File: config.mk
export PLATFORM = sky130hd
export DESIGN_NAME = output_writer
export DESIGN_NICKNAME = d
export VERILOG_FILES = /design/src/rtl/output_writer.sv
export SDC_FILE = /design/constraint.sdc
export NUM_CORES = 1
export LEC_CHECK = 0
export ABC_AREA = 1
export CAP_MARGIN = 20
export CELL_PAD_IN_SITES_DETAIL_PLACEMENT = 1
export CELL_PAD_IN_SITES_GLOBAL_PLACEMENT = 1
export CORE_MARGIN = 2
export CORE_UTILIZATION = 49
export DETAILED_ROUTE_END_ITERATION = 8
export GPL_TIMING_DRIVEN = 0
export MAX_ROUTING_LAYER = met4
export PLACE_DENSITY_LB_ADDON = 0.1
export REMOVE_ABC_BUFFERS = 1
export SLEW_MARGIN = 30
export SYNTH_ARGS = -nofsm -noshare
export SYNTH_HDL_FRONTEND = slang
export SYNTH_SLANG_ARGS = --single-unit
File: constraint.sdc
create_clock -name i_clk -period 5.24 [get_ports i_clk]
set_clock_uncertainty 0.15 [all_clocks]
set_input_delay 1.572 -clock i_clk [delete_from_list [all_inputs] [get_ports i_clk]]
set_output_delay 1.572 -clock i_clk [all_outputs]
set_load 0.05 [all_outputs]
File: src/rtl/output_writer.sv
// output_writer: gathers per-column PE results into per-lane FIFOs, packs them lane-major into
// SPAD words and writes them to consecutive addresses. Define OUTPUT_WRITER_RELU_EN to clamp negatives to 0.
module output_writer #(
  parameter int DATA_WIDTH      = 8,
  parameter int SPAD_DATA_WIDTH = 64,
  parameter int SPAD_N          = SPAD_DATA_WIDTH / DATA_WIDTH,
  parameter int ADDR_WIDTH      = 8,
  parameter int COLS            = 4,
  parameter int FIFO_DEPTH      = 8
) (
  input  logic                       i_clk,
  input  logic                       i_nrst,
  input  logic                       i_en,
  input  logic                       i_reg_clear,
  input  logic [ADDR_WIDTH-1:0]      i_start_addr,
  input  logic [ADDR_WIDTH-1:0]      i_elem_count,
  input  logic [COLS*DATA_WIDTH-1:0] i_data,
  input  logic [COLS-1:0]            i_data_valid,
  output logic [COLS-1:0]            o_fifo_full,
  output logic                       o_overflow,
  output logic                       o_spad_write_en,
  output logic [ADDR_WIDTH-1:0]      o_spad_write_addr,
  output logic [SPAD_DATA_WIDTH-1:0] o_spad_data_out,
  output logic                       o_busy,
  output logic                       o_done
);
  localparam int PTR_W  = $clog2(FIFO_DEPTH);
  localparam int LANE_W = (COLS > 1) ? $clog2(COLS) : 1;
  localparam int SLOT_W = (SPAD_N > 1) ? $clog2(SPAD_N) : 1;

  typedef enum logic [1:0] {S_IDLE, S_RUN, S_LAST, S_DONE} state_e;

  state_e                     state_q, state_d;
  logic [LANE_W-1:0]          lane_q, lane_d;
  logic [SLOT_W-1:0]          slot_q, slot_d;
  logic [SPAD_DATA_WIDTH-1:0] pack_q, pack_d;
  logic [ADDR_WIDTH-1:0]      addr_q, addr_d;
  logic [ADDR_WIDTH-1:0]      count_q, count_d;
  logic [ADDR_WIDTH-1:0]      popped_q, popped_d;
  logic                       wen_q, wen_d;
  logic [ADDR_WIDTH-1:0]      waddr_q, waddr_d;
  logic [SPAD_DATA_WIDTH-1:0] wdata_q, wdata_d;
  logic                       ovf_q, ovf_d;

  logic [COLS-1:0]            fifo_empty, fifo_full, pop, drop;
  logic [COLS*DATA_WIDTH-1:0] fifo_head;
  logic [DATA_WIDTH-1:0]      head, elem;
  logic [SPAD_DATA_WIDTH-1:0] word;
  logic                       last;

  for (genvar c = 0; c < COLS; c++) begin : g_lane
    logic [DATA_WIDTH-1:0] mem_q [FIFO_DEPTH];
    logic [PTR_W:0]        wr_ptr_q, rd_ptr_q;
    logic                  push;

    assign fifo_empty[c] = (wr_ptr_q == rd_ptr_q);
    assign fifo_full[c]  = ((wr_ptr_q - rd_ptr_q) == (PTR_W+1)'(FIFO_DEPTH));
    // A full lane still accepts a push when the same cycle pops it.
    assign push          = i_data_valid[c] && (!fifo_full[c] || pop[c]);
    assign drop[c]       = i_data_valid[c] && fifo_full[c] && !pop[c];
    assign fifo_head[c*DATA_WIDTH +: DATA_WIDTH] = mem_q[rd_ptr_q[PTR_W-1:0]];

    // NOTE: storage has no reset; the pointers alone define emptiness, so stale entries are never read.
    always_ff @(posedge i_clk) begin
      if (push) mem_q[wr_ptr_q[PTR_W-1:0]] <= i_data[c*DATA_WIDTH +: DATA_WIDTH];
    end

    always_ff @(posedge i_clk) begin
      if (!i_nrst || i_reg_clear) begin
        wr_ptr_q <= '0;
        rd_ptr_q <= '0;
      end else begin
        if (push)   wr_ptr_q <= wr_ptr_q + 1'b1;
        if (pop[c]) rd_ptr_q <= rd_ptr_q + 1'b1;
      end
    end
  end

  assign head = fifo_head[lane_q*DATA_WIDTH +: DATA_WIDTH];
`ifdef OUTPUT_WRITER_RELU_EN
  assign elem = head[DATA_WIDTH-1] ? '0 : head;
`else
  assign elem = head;
`endif

  assign ovf_d = ovf_q | (|drop);

  always_comb begin
    // NOTE: every signal written here gets a default first, so no path can infer a latch.
    state_d  = state_q;
    lane_d   = lane_q;
    slot_d   = slot_q;
    pack_d   = pack_q;
    addr_d   = addr_q;
    count_d  = count_q;
    popped_d = popped_q;
    wen_d    = 1'b0;
    waddr_d  = waddr_q;
    wdata_d  = wdata_q;
    pop      = '0;
    word     = pack_q;
    word[slot_q*DATA_WIDTH +: DATA_WIDTH] = elem;
    last     = (ADDR_WIDTH'(popped_q + 1'b1) == count_q);

    case (state_q)
      S_IDLE: begin
        if (i_en) begin
          addr_d   = i_start_addr;
          count_d  = i_elem_count;
          lane_d   = '0;
          slot_d   = '0;
          pack_d   = '0;
          popped_d = '0;
          state_d  = (i_elem_count == '0) ? S_DONE : S_RUN;
        end
      end
      S_RUN: begin
        // The lane pointer only moves on a pop, which keeps lane-major order through stalls.
        if (!fifo_empty[lane_q]) begin
          pop[lane_q] = 1'b1;
          popped_d    = popped_q + 1'b1;
          lane_d      = (lane_q == LANE_W'(COLS-1)) ? '0 : lane_q + 1'b1;
          if (slot_q == SLOT_W'(SPAD_N-1) || last) begin
            wen_d   = 1'b1;
            waddr_d = addr_q;
            wdata_d = word;
            addr_d  = addr_q + 1'b1;
            pack_d  = '0;
            slot_d  = '0;
          end else begin
            pack_d  = word;
            slot_d  = slot_q + 1'b1;
          end
          if (last) state_d = S_LAST;
        end
      end
      S_LAST:  state_d = S_DONE;
      S_DONE:  state_d = S_IDLE;
      default: state_d = S_IDLE;
    endcase
  end

  always_ff @(posedge i_clk) begin
    if (!i_nrst || i_reg_clear) begin
      state_q  <= S_IDLE;
      lane_q   <= '0;
      slot_q   <= '0;
      pack_q   <= '0;
      addr_q   <= '0;
      count_q  <= '0;
      popped_q <= '0;
      wen_q    <= 1'b0;
      waddr_q  <= '0;
      wdata_q  <= '0;
      ovf_q    <= 1'b0;
    end else begin
      state_q  <= state_d;
      lane_q   <= lane_d;
      slot_q   <= slot_d;
      pack_q   <= pack_d;
      addr_q   <= addr_d;
      count_q  <= count_d;
      popped_q <= popped_d;
      wen_q    <= wen_d;
      waddr_q  <= waddr_d;
      wdata_q  <= wdata_d;
      ovf_q    <= ovf_d;
    end
  end

  assign o_fifo_full       = fifo_full;
  assign o_overflow        = ovf_q;
  assign o_spad_write_en   = wen_q;
  assign o_spad_write_addr = waddr_q;
  assign o_spad_data_out   = wdata_q;
  assign o_busy            = (state_q == S_RUN) || (state_q == S_LAST);
  assign o_done            = (state_q == S_DONE);
endmodule
==> results.md <==
* CP required at 3.52 ns
* Post-synth top area cell: edfxtp_1
* Top_reg_cell synth: edfxtp_1
* Largest net degree at the start of global routing at 75
* Arrival @ worst endpoint at around 3.4 ns
* Worst setup SP type: flip-flop
* Detailed placement HPWL at 37900 um
* Clock Tree Root: clkbuf_16
* Setup crit end: o_fifo_full[2]
* Avg Cell Area, Syn at 8.70 um2
* RSZ-0062 raised after global routing: no
* Placed cells at 2905
* # diodes at 0
* Worst setup EP type: primary output
* Antenna violations before repair at 0
* Dpl ws at 0.688 ns
* Synth-to-layout area growth at 17.3%
* CTS max path bufs at 3
* Routed wire length at 58500 um
* CP Max Fanout at 4
* Worst r2r src: lane_q[0]
* Via density at 5.54
* Worst setup path startpoint: g_lane[2].rd_ptr_q[1]
* #FFs+latches synth at 469
* Mapped Area at slightly above 20000 um2
* Std cell rows at 74
* CTS H-tree lvls at 2
* PD cells at 336 nW/um2
* P_leak at 8.84 nW
* Most common cell after layout, fill and taps aside: nand2_1
* Endpoints failing setup at 0
* DIE AREA at 43200 um2
* Actual slew at the worst max-slew pin at 0.987 ns
* Period minus WS final at around 5.1 ns
* Max_cap viols at 0
* R2r worst-path depth at 10
* Final Max Slew Viols at 0
* Vias in the first global route at 17400
* Post_cts resized at 0
* DRC viols at 0
* Final hold vios at 0
* Max Fclk at slightly below 200 MHz
* Reg-to-reg endpoint: g_lane[2].mem_q[4][2]
* Count of warnings emitted by yosys at 0
* # Post-CTS Setup Buffers at 0
* CTS tree: done
* Port buffer count at 135
* First-pass detailed-route iteration total at 5
* Register area share after synthesis at 0.587
* Reg2Reg Setup Slack at roughly 1.2 ns
* # hold bufs at CTS at 0
* Fillcell total at 4722
* Utilization after layout at 0.583
* Post-route ant nets at 0
* Core footprint at 40900 um2
* Peak supply drop at 413 uV
* Clock buffer count from CTS at 49
* Gp weighted congestion at about 0.8
* Global-route track usage on met3 at 0.0327
* Final critical-path share of the clock period at 0.972
* Die Height at 208 um
* CTS sink cnt at 469
* Setup slack after layout at between 0.1 and 0.15 ns
* Starting density of the core at 0.497
* Met2 Track Usage GR at 0.462
* Worst min path class: reg2reg
* Non-filler instance count after layout at 2997
* Outcome: finished clean
* Clock transition at path regs at approximately 0.060 ns
* Worst Setup Path Type: reg2out
* DR vias at 16600
* Syn Inst Count at 2340
* Overall routing resource usage at 0.275
* Top cells by area, synth: edfxtp_1 38%, dfxtp_1 21%, nand2_1 15%
* Synth cell types at 38
* Worst rel slew slack at 0.341
* Overflow after GRT at 0
* Initial DRC count at 1132
* Commonest non-fill, non-tap cells in the layout: 788 x nand2_1, 256 x edfxtp_1, 207 x dfxtp_1
* # nets final at about 2500
* Synth top area share at 0.378
* Per-cell routed wire length at 19.5 um
* Ports at between 100 and 150
* Busiest grt layer: met2
* Skew-Pair Late Insertion Delay at about 0.6 ns
* Post-synth EDFFs at 256
* First-pass GRT wire length at 92800 um
* Async SR Flop Fraction at 0
* Share of cells above drive strength 1 at 0.0507
* GR Util met1 at 0.347
* Die width at 208 um
critical path, stage by stage, from the launching register on:
cell,delay [ns]
dfxtp_1,0.39
inv_1,0.08
ha_1,0.29
a21oi_1,0.24
nor2_1,0.09
o21ai_0,0.16
nand2_1,0.07
nor3_1,0.54
clkdlybuf4s50_1,0.93
synth_stat cells, types with 4 or more instances:
library cell  count
a21oi_1         181
a31oi_1           4
buf_2            33
buf_4             6
buf_6             4
clkbuf_1         65
dfxtp_1         213
edfxtp_1        256
ha_1             34
inv_1           136
nand2_1         788
nand3_1         198
nand3_2           5
nand4_1          41
nor2_1          206
nor3_1           18
o21ai_0          86
o21ai_1          10
xnor2_1          11
xor2_1           13
worst min path at each step:
stage                        start                   to  slack [ns]  depth (start not counted)
2_1_floorplan            pack_q[0]            pack_q[0]        0.30                          2
3_3_place_gp             pack_q[0]            pack_q[0]        0.30                          2
4_1_cts         o_spad_data_out[1]   o_spad_data_out[1]        0.32                          2
3_5_place_dp    o_spad_data_out[1]   o_spad_data_out[1]        0.31                          2
5_1_grt                 pack_q[58]           pack_q[58]        0.33                          2
6_report       o_spad_data_out[34]  o_spad_data_out[34]        0.31                          2
cells by family after synthesis:
| kind of cell | count (synthesis) | synth area share |
|---|---|---|
| adders and majority gates | 34 | 0.0209 |
| buffers and inverters | 253 | 0.0513 |
| AOI/OAI and AO/OA | 287 | 0.0720 |
| and+or+nand+nor | 1273 | 0.258 |
| DFF | 469 | 0.587 |
| xor gates and xnor gates | 24 | 0.0103 |
routing by layer:
| layer | vias to the layer above | wire length [um] |
|---|---|---|
| met1 | 8209 | 25200 |
| met2 | 380 | 29100 |
| li1 | 7919 | - |
| met5 | - | 0 |
| met3 | 93 | 2770 |
| met4 | 0 | 1440 |
registers in the layout, indices dropped and copies added, names as in the netlist, named ones only:
register / count
g_lane.rd_ptr_q: 16
lane_q: 2
g_lane.wr_ptr_q: 16
pack_q: 64
g_lane.mem_q: 256
state_q: 2
popped_q: 8
slot_q: 3
addr_q: 8
count_q: 8
o_overflow: 1
o_spad_write_addr: 8
o_spad_data_out: 64
o_spad_write_en: 1
report_power, final:
| group | total, W | leakage, nW | switching, W | internal, W |
|---|---|---|---|---|
| combinational | 0.000387 | 3.96 | 0.000271 | 0.000116 |
| clock | 0.00369 | 0.833 | 0.00147 | 0.00222 |
| sequential | 0.00394 | 4.04 | 0.0000222 | 0.00392 |
| total | 0.00802 | 8.84 | 0.00177 | 0.00625 |
metrics by stage:
step / power (W) / hold WS (ns) / area (um2) / TNS, ns
after floorplan: 0.00421 / 0.295 / 19800 / -179.89
after global routing: 0.00823 / 0.333 / 23900 / 0
after global placement: 0.00437 / 0.301 / 21900 / -908.48
after detailed placement: 0.00440 / 0.306 / 22200 / 0
final: 0.00802 / 0.313 / 23900 / 0
after CTS: 0.00807 / 0.315 / 23900 / 0
cell type report:
cell class	count	area (um2)	area share
clock inverters	22	272	0.0114
multi-input cells	1618	7400	0.310
well taps	532	666	0.0279
clock buffers	70	1450	0.0606
inverters	142	541	0.0226
flip-flops and latches	469	12000	0.501
repair buffers	144	1590	0.0665
(Power assumes the default switching activity.)
